[src/rtl/serializer_pkg.sv]
// serializer_pkg: shared state encoding, counter sizing and default chunk width for the serializer and UART path
package serializer_pkg;
  localparam int DEFAULT_CHUNK = 8;
  typedef enum logic {S_IDLE, S_SHIFT} state_t;
  function automatic int cnt_width(input int width, input int chunk);
    return $clog2(width / chunk + 1);
  endfunction
endpackage

[src/rtl/chunk_counter_async.sv]
// chunk_counter_async: loadable down-counter with is_one flag; ports clk, reset (async high), load, load_value, dec, cnt, is_one
module chunk_counter_async #(
  parameter int W = 3
) (
  input  logic         clk,
  input  logic         reset,
  input  logic         load,
  input  logic [W-1:0] load_value,
  input  logic         dec,
  output logic [W-1:0] cnt,
  output logic         is_one
);
  always_ff @(posedge clk or posedge reset)
    if (reset) cnt <= '0;
    else if (load) cnt <= load_value;
    else if (dec) cnt <= cnt - W'(1);
  assign is_one = cnt == W'(1);
endmodule

[src/rtl/register_shift_serializer_async.sv]
// register_shift_serializer_async: loads a WIDTH-bit word by valid/ready and emits it as CHUNK-bit chunks by valid/ready
// ports: clk, reset (async high), enable (freeze), load_valid/load_ready/load_data, out_valid/out_ready/out_data, busy, q
// define SERIALIZER_LAST_EN to add out_last, high on the final chunk of each word
module register_shift_serializer_async
  import serializer_pkg::*;
#(
  parameter int WIDTH     = 32,
  parameter int CHUNK     = DEFAULT_CHUNK,
  parameter bit MSB_FIRST = 1'b1
) (
  input  logic             clk,
  input  logic             reset,
  input  logic             enable,
  input  logic             load_valid,
  output logic             load_ready,
  input  logic [WIDTH-1:0] load_data,
  output logic             out_valid,
  input  logic             out_ready,
  output logic [CHUNK-1:0] out_data,
  output logic             busy,
  output logic [WIDTH-1:0] q
`ifdef SERIALIZER_LAST_EN
  ,
  output logic             out_last
`endif
);
  localparam int CW = cnt_width(WIDTH, CHUNK);
  if (WIDTH % CHUNK != 0) begin : g_bad_width
    $error("WIDTH must be a multiple of CHUNK");
  end
  state_t          state;
  logic [WIDTH-1:0] sr;
  logic [CW-1:0]    cnt;
  logic             is_one, load_fire, out_fire;
  assign load_ready = enable & (state == S_IDLE | (is_one & out_ready));
  assign out_valid  = enable & (state == S_SHIFT);
  assign load_fire  = load_valid & load_ready;
  assign out_fire   = out_valid & out_ready;
  assign out_data   = MSB_FIRST ? sr[WIDTH-1 -: CHUNK] : sr[CHUNK-1:0];
  assign busy       = state == S_SHIFT;
  assign q          = sr;
`ifdef SERIALIZER_LAST_EN
  assign out_last   = out_valid & is_one;
`endif
  // load wins over decrement so a back-to-back reload restarts the count
  chunk_counter_async #(.W(CW)) u_cnt (
    .clk       (clk),
    .reset     (reset),
    .load      (load_fire),
    .load_value(CW'(WIDTH / CHUNK)),
    .dec       (out_fire & ~load_fire),
    .cnt       (cnt),
    .is_one    (is_one)
  );
  // shifting out the last chunk leaves sr all zero, so no separate clear is needed
  always_ff @(posedge clk or posedge reset)
    if (reset) begin
      state <= S_IDLE;
      sr    <= '0;
    end else if (load_fire) begin
      state <= S_SHIFT;
      sr    <= load_data;
    end else if (out_fire) begin
      state <= is_one ? S_IDLE : S_SHIFT;
      sr    <= MSB_FIRST ? sr << CHUNK : sr >> CHUNK;
    end
endmodule
[config.mk]
export PLATFORM = sky130hd
export DESIGN_NAME = register_shift_serializer_async
export DESIGN_NICKNAME = d
export VERILOG_FILES = /design/src/rtl/serializer_pkg.sv /design/src/rtl/chunk_counter_async.sv /design/src/rtl/register_shift_serializer_async.sv
export SDC_FILE = /design/constraint.sdc
export NUM_CORES = 1
export LEC_CHECK = 0
export CAP_MARGIN = 20
export CORE_AREA = 2 2 72 74
export CTS_CLUSTER_SIZE = 40
export DETAILED_ROUTE_END_ITERATION = 10
export DIE_AREA = 0 0 74 76
export GPL_ROUTABILITY_DRIVEN = 0
export GPL_TIMING_DRIVEN = 0
export PLACE_DENSITY = 0.71
export SLEW_MARGIN = 15
export SYNTH_ARGS = -nofsm -noshare
export SYNTH_HDL_FRONTEND = slang
export SYNTH_SLANG_ARGS = --single-unit
[constraint.sdc]
create_clock -name clk -period 2.15 [get_ports clk]
set_clock_uncertainty 0.15 [all_clocks]
set_input_delay 0.645 -clock clk [delete_from_list [all_inputs] [get_ports clk]]
set_output_delay 0.645 -clock clk [all_outputs]
set_load 0.01 [all_outputs]
# Word level (Yosys, flattened, before mapping)
# Index checks and enable logic that the tools add are counted.
[word_totals]
out_inout_bits = 43
ramBits = 0
ff_bits = 36
memories = 0
latchBits = 0
in_bits = 37
romBits = 0
word_cells = 23
[op_classes]
div = 0
magnitude_cmp = 0
mul = 0
eq_ne = 1
n_addsub = 1
n_reduce_logical = 2
muxes = 7
bitwise_logic = 9
n_shift = 0
[ops]
columns = ["op", "n"]
rows = [
  ["$mux 32", 2],
  ["$and 1x1->1", 6],
  ["$mux 3", 2],
  ["$reduce_bool 2->1", 2],
  ["$eq 3x1->1 const B", 1],
  ["$mux 1", 3],
  ["$sub 3x1->3 const B", 1],
  ["$not 1->1", 2],
  ["$or 1x1->1", 1],
]

# Logic depth before layout (Yosys ltp)
# Gate-level depths: netlist of run 1.
[logic_depth]
depth_word = 9
ltp_mapped = 6
depth_no_buf = 5

# By module
# A second synthesis of run 1 with hierarchy kept.
[hier_totals]
cells_unflattened = 142
area_unflattened_um2 = 1737.9
[modules_own_cells]
columns = ["mod", "area_each_um2", "cells_each", "instances", "seq_area_each_um2"]
rows = [
  ["register_shift_serializer_async", 1549.0, 122, 1, 825.8],
  ["chunk_counter_async", 188.9, 20, 1, 75.1],
]

# Least setup slack after synthesis of run 1
# OpenSTA, ideal clock, no wires.
[synth_timing]
kind = "input-to-reg"
start = "input out_ready"
end = "register sr[10] (netlist: q[10])"
path_buffers = 1
t_arrival_ps = 1621
path_slack_ps = 254
setup_time_ps = 125
required_time_ps = 1875
path_stages = 4
path_cell_list = "nand3b_1 > a21oi_2 > buf_4 > mux2_2"
[synth_via]
elab_chain_cells = 5
elab_cells_between_ends = 7
classes_between = "mux: 1; bitwise: 5; reduce/logical: 1"
[synth_lines]
columns = ["element", "line", "text"]
rows = [
  ["start: declaration", "register_shift_serializer_async.sv:18", "input logic out_ready,"],
  ["$and 1x1->1", "register_shift_serializer_async.sv:35", "assign load_ready = enable & (state == S_IDLE | (is_one & out_ready));"],
  ["$or 1x1->1", "register_shift_serializer_async.sv:35", ""],
  ["$and 1x1->1", "register_shift_serializer_async.sv:35", ""],
  ["$and 1x1->1", "register_shift_serializer_async.sv:37", "assign load_fire = load_valid & load_ready;"],
  ["$mux 32 or $reduce_bool 2->1 (tied branches)", "--", ""],
  ["end signal: assignment", "register_shift_serializer_async.sv:62", "sr <= load_data;"],
  ["end signal: assignment", "register_shift_serializer_async.sv:65", "sr <= MSB_FIRST ? sr << CHUNK : sr >> CHUNK;"],
  ["end: declaration", "register_shift_serializer_async.sv:32", "logic [WIDTH-1:0] sr;"],
]
# Several ways; a longest one is shown, not always the timed one.
# A chain may end at the register's enable or synchronous reset.

# Worst setup path after layout of run 1
[layout_timing]
start = "input out_ready"
end = "output load_ready"
[layout_via]
elab_chain_cells = 3
[layout_lines]
columns = ["element", "line", "text"]
rows = [
  ["$and 1x1->1", "register_shift_serializer_async.sv:35", ""],
  ["$or 1x1->1", "register_shift_serializer_async.sv:35", ""],
  ["$and 1x1->1", "register_shift_serializer_async.sv:35", ""],
  ["end: declaration", "register_shift_serializer_async.sv:15", "output logic load_ready,"],
]
# Every way passes these cells.

==> impl_metrics.ini, run 1 <==
[die]
die-width_um = 74
core_sq_um = 4910
ioPinCount = 80
chipHeight_um = 76
design.die.area_sq_um = 5620
num_rows = 26
initial_core_util = 0.374

[sta]
slew_violations = 0
relSlewSlack = 0.717
fin_crit_ns = 2.16
worst_pin_slew_ns = 0.424
rsz0062_at_grt = true
hold_viol_final = 0
finalCritPeriodShare = 1.00
fin_ws_ns = -0.00795
max_freq_mhz = 463
setup_violations = 1

[layout]
diodes = 0
final_common_cell = clkdlybuf4s50_1
fillers = 437
final_nets = 275
fin_util = 0.589
drive_gt1_frac = 0.291
final_cell_mix = 75 x clkdlybuf4s50_1, 35 x dfrtp_1, 30 x mux2_2
layout-area-overhead-vs-synth_pct = 57.5

[worst_setup_path]
r2r_end = q[11]$_DFFE_PP0P_
ff2ff_path_depth = 6
critPathKind = in -> out
crit_start = out_ready
r2r_setup_slack_ns = 0.24
cp-start-kind = input pin
timing.rr.start = u_cnt.cnt[1]$_DFFE_PP0P_
cp-end-kind = output port
required_ns = 1.35
arrival_ns = 1.36
crit_fanout = 3

[routing]
drtAntennaViolNets = 0
drt-total-wl_um = 4310
dr.pass1.iters = 4
vias = 1368
avgViaCountPerCell = 4.46
drt_iter0_drc = 40
drcViolationCount = 0
wl_per_cell_um = 14.0

[global_routing]
antenna_found_initial = 0
grt_max_degree = 21
use_met2 = 0.253
use_met1 = 0.229
grt_pass1_vias = 1363
grt_use_total = 0.165
grtUsageMet3 = 0.0450
busiest_layer = met2
overflow = 0
grt_first_pass_wirelength_um = 7110

[job]
maxCapViolations = 0

[clock_network]
cts-root-buf = clkbuf_8
h-tree-depth = 2
clk_latency_ns = 0.28
clock-sinks = 36
cts_buffers = 5
clockBufferDepth = 2
clkTransAtPathRegs_ns = 0.07
cts_tree = yes
hold_buffers = 0

[pwr]
ir_worst_vdd_uv = 450
cellPowerDensity_nw_per_um2 = 1170
p_leak_nw = 1.32

[synth]
synth_fp_nets = 183
yosys.cell_types.count = 22
ys_ff_latch = 36
seq_area_frac_synth = 0.490
syn_area_per_cell_sq_um = 12.8
synth_area_sq_um = 1840
ys_warn_count = 0
synthCells = 144

[worst_hold_path]
holdPathStages = 2
holdPathEnd = u_cnt.cnt[2]$_DFFE_PP0P_
worstHoldStart = u_cnt.cnt[2]$_DFFE_PP0P_
hold_path.class = reg -> reg

[place]
dp_hpwl_um = 3290
port_buffers = 79
place_ws_ns = -0.722

[outcome]
status = finished with violations
failed_checks = negative setup slack
-- flip-flops by register name, summed over array words and instances, names as in the netlist --
register,count
busy,1
q,32
u_cnt.cnt,3
-- timing repair --
item | in CTS | in global routing
endpoints found under the setup margin | 36 | 20
pin swaps | 1 | 1
resized for setup | 11 | 6
setup buffers | 0 | 5
cloned | 0 | 0
-- synthesized netlist by cell type, drive strengths merged --
library cell  count  area, sq um
o21ai             1         5.00
and2              1         6.26
dfrtp            36          901
mux2             48          541
nand3b            1         7.51
inv              12         45.0
a21oi             3         18.8
nand4             1         6.26
nand2b            1         6.26
nor2              1         3.75
xnor2             1         8.76
xor2              1         8.76
buf              14          110
mux2i             8         80.1
ha                2         25.0
nand3             1         17.5
nand2            11         41.3
or2               1         6.26
-- layout make-up --
class	count	area [sq um]	share of cell area
sequential	36	902	0.312
multi-input combinational	82	806	0.278
inverter	12	45.0	0.0156
buffer	14	110	0.0380
timing repair buffer	85	852	0.294
tap	70	87.6	0.0303
clock inverter	2	10.0	0.00346
clock buffer	6	82.6	0.0285
-- metrics by stage --
stage	TNS (ns)	instance area (sq um)	std cells	hold slack (ns)	power [mW]
floorplan	0	1840	144	0.328	2.00
global placement	-30.20	2720	293	0.354	2.85
detailed placement	-17.66	2740	294	0.356	2.90
CTS	-1.05	2840	302	0.376	3.39
global route	-0.0415	2900	307	0.394	3.63
finish	-0.00795	2900	307	0.369	3.39
-- worst max-delay path, stage by stage --
cell	delay [ns]
clkdlybuf4s15_2	0.22
nand3b_1	0.18
a21oi_2	0.18
buf_2	0.14
-- per-layer routing --
| metal | vias up | share of wire |
|---|---|---|
| met5 | - | 0 |
| met2 | 46 | 0.46 |
| met1 | 656 | 0.47 |
| met4 | 0 | 0.0084 |
| li1 | 664 | - |
| met3 | 2 | 0.056 |
-- how the worst max path moves through the flow --
stage                         to  slack, ns  cells past startpoint
3_3_place_gp          load_ready      -0.73                      4
5_1_grt               load_ready      -0.04                      5
4_1_cts         q[8]$_DFFE_PP0P_      -0.06                      5
6_report              load_ready     -0.008                      4
2_1_floorplan  q[10]$_DFFE_PP0P_       0.25                      4
3_5_place_dp          load_ready      -0.72                      4
-- cell families (layout without fill, tap and decap cells) --
kind of cell	Yosys count	in the layout	share of synthesized area
and+or+nand+nor	18	18	0.0517
muxes	56	56	0.338
adders and majority gates	2	2	0.0136
xor gates and xnor gates	2	2	0.00953
buffers and inverters	26	119	0.0844
AOI/OAI and AO/OA	4	4	0.0129
DFF	36	36	0.490
-- power by group --
part,switching (mW),total [mW],internal [mW]
clock network,0.239,0.494,0.256
registers,0.219,1.19,0.967
logic,0.578,1.71,1.13
No activity file was read; power rests on OpenSTA's default activity.
==> run 2: changes to the inputs <==
--- a/config.mk
+++ b/config.mk
@@ -5,14 +5,16 @@
 export SDC_FILE = /design/constraint.sdc
 export NUM_CORES = 1
 export LEC_CHECK = 0
+export ABC_CLOCK_PERIOD_IN_PS = 2150
 export CAP_MARGIN = 20
 export CORE_AREA = 2 2 72 74
 export CTS_CLUSTER_SIZE = 40
 export DETAILED_ROUTE_END_ITERATION = 10
 export DIE_AREA = 0 0 74 76
+export DONT_BUFFER_PORTS = 1
 export GPL_ROUTABILITY_DRIVEN = 0
 export GPL_TIMING_DRIVEN = 0
-export PLACE_DENSITY = 0.71
+export PLACE_DENSITY = 0.5
 export SLEW_MARGIN = 15
 export SYNTH_ARGS = -nofsm -noshare
 export SYNTH_HDL_FRONTEND = slang
==> run 2 against run 1 <==
Highest routed layer unchanged. Register-to-register slack got worse by 0.12 ns. Worst hold slack got worse by 0.14 ns. Non-clock buffer count decreased by 84. Critical path depth unchanged. Critical path type is now reg -> out. The run now ends clean. Combinational power decreased by 51%. Final cell count decreased by 27%. Critical endpoint unchanged. Power decreased by 21%. Design area decreased by 29%. Die area unchanged. Global-route usage decreased by 1.8 points. Sequential cell count unchanged. Worst setup slack improved by 0.066 ns.
==> impl_metrics.ini, run 2 (synthesis gave the netlist of run 1 again) <==
[clock_network]
cts_buffers = 5
clock-sinks = 36
cts-root-buf = clkbuf_8
h-tree-depth = 2
clk_latency_ns = 0.28
cts_tree = yes
clockBufferDepth = 2
clkTransAtPathRegs_ns = 0.07

[layout]
final_nets = 191
stdcell_count = 223
layout-area-overhead-vs-synth_pct = 11.4
drive_gt1_frac = 0.379
final_cell_mix = 36 x dfrtp_1, 30 x mux2_2, 18 x mux2_1
diodes = 0
final_common_cell = dfrtp_1
largest_reg_flops = 32
fillers = 453

[global_routing]
grt_first_pass_wirelength_um = 6090
grt_pass1_vias = 1136
overflow = 0
grt_max_degree = 37
grt_use_total = 0.147
antenna_found_initial = 0

[pwr]
p_leak_nw = 0.976
cellPowerDensity_nw_per_um2 = 1310
power_mw = 2.69
ir_worst_vdd_uv = 408

[outcome]
status = finished, final reports clean

[sta]
finalCritPeriodShare = 0.973
whs_ns = 0.231
hold_viol_final = 0
max_freq_mhz = 478
worst_pin_slew_ns = 0.773
slew_violations = 0
relSlewSlack = 0.484
fin_crit_ns = 2.09
tns_ns = 0
setup_violations = 0

[die]
die-width_um = 74
design.die.area_sq_um = 5620
core_sq_um = 4910
num_rows = 26
ioPinCount = 80
chipHeight_um = 76
initial_core_util = 0.374

[routing]
avgViaCountPerCell = 4.76
drtAntennaViolNets = 0
dr.pass1.iters = 2
drt-total-wl_um = 3930
wl_per_cell_um = 17.6
drcViolationCount = 0
vias = 1062
drt_iter0_drc = 16

[worst_setup_path]
required_ns = 1.35
cp-start-kind = flop
cp-end-kind = output port
path_cells = inv_2, ha_4, nand3b_1, a21oi_2
arrival_ns = 1.30
crit_fanout = 3
r2r_setup_slack_ns = 0.12
cp_slowest_stage_delay_ns = 0.39
critPathKind = reg -> out
slowest_stage = dfrtp_1

[worst_hold_path]
hold_path.class = in -> async

[place]
port_buffers = 0
placed_cells = 214
dp_hpwl_um = 2870

[job]
maxCapViolations = 0
[run 2: changes by cell type in the layout (fill, tap and decap cells not counted)]
cell and change:
clkbuf_1 +2, buf_16 -1, clkinv_2 -2, buf_4 -4, buf_2 -1, dlygate4sd2_1 -1, clkdlybuf4s15_2 -2, dfrtp_2 -1
clkdlybuf4s50_1 -75, dfrtp_1 +1
[run 2: worst paths after layout]
path,from,to,cells past startpoint
max,u_cnt.cnt[1]$_DFFE_PP0P_,load_ready,4
min,reset,q[24]$_DFFE_PP0P_,1
max reg2reg,u_cnt.cnt[1]$_DFFE_PP0P_,q[29]$_DFFE_PP0P_,6
min reg2reg,u_cnt.cnt[2]$_DFFE_PP0P_,u_cnt.cnt[2]$_DFFE_PP0P_,2
max in group asynchronous,reset,q[10]$_DFFE_PP0P_,1
min in group clk,load_data[6],q[6]$_DFFE_PP0P_,2
[run 2: cell type report]
type / count / area (sq um) / area share
plain buffers: 14 / 110 / 0.0538
repair buffers: 1 / 7.51 / 0.00367
flip-flops and latches: 36 / 901 / 0.440
inverters: 12 / 45.0 / 0.0220
well taps: 70 / 87.6 / 0.0428
clock buffers: 8 / 90.1 / 0.0440
multi-input cells: 82 / 806 / 0.394
[run 2: timing repair]
item / 4_1_cts / 5_1_grt
endpoints found under the setup margin: 7 / 20
setup buffers: 0 / 1
gates cloned: 0 / 0
pin swaps: 0 / 2
gates resized for setup: 0 / 5
hold buffers: 0 / 0
[run 2: critical path, delay by kind of cell (launching register included)]
kind	cells	cell delay [ns]
AO/OA/AOI/OAI	1	0.23
adder cells (fa/ha/maj)	1	0.12
buffers and inverters	1	0.08
flip-flops	1	0.39
AND/OR/NAND/NOR	1	0.18
[run 2: power breakdown]
part           leakage, nW  switching, mW  internal [mW]
combinational        0.461          0.324          0.510
clock               0.0455          0.228          0.261
sequential           0.469          0.398          0.965
total                0.976          0.950           1.74
[run 2: through the flow]
| step | setup slack, ns | cell area (sq um) | utilization |
|---|---|---|---|
| 2_1_floorplan | 0.254 | 1840 | - |
| 3_3_place_gp | 0.0151 | 1930 | 0.392 |
| 3_5_place_dp | -0.0286 | 1930 | 0.392 |
| 4_1_cts | -0.0132 | 2020 | 0.410 |
| 5_1_grt | -0.0289 | 2050 | 0.417 |
| 6_report | 0.0584 | 2050 | 0.417 |
[run 2: metal layers]
layer | vias to the layer above | track usage | part of all wire
met2 | 51 | 0.236 | 0.50
li1 | 493 | - | -
met4 | 0 | 0.0436 | 0.012
met5 | - | 0 | 0
met1 | 512 | 0.182 | 0.41
met3 | 6 | 0.0556 | 0.070
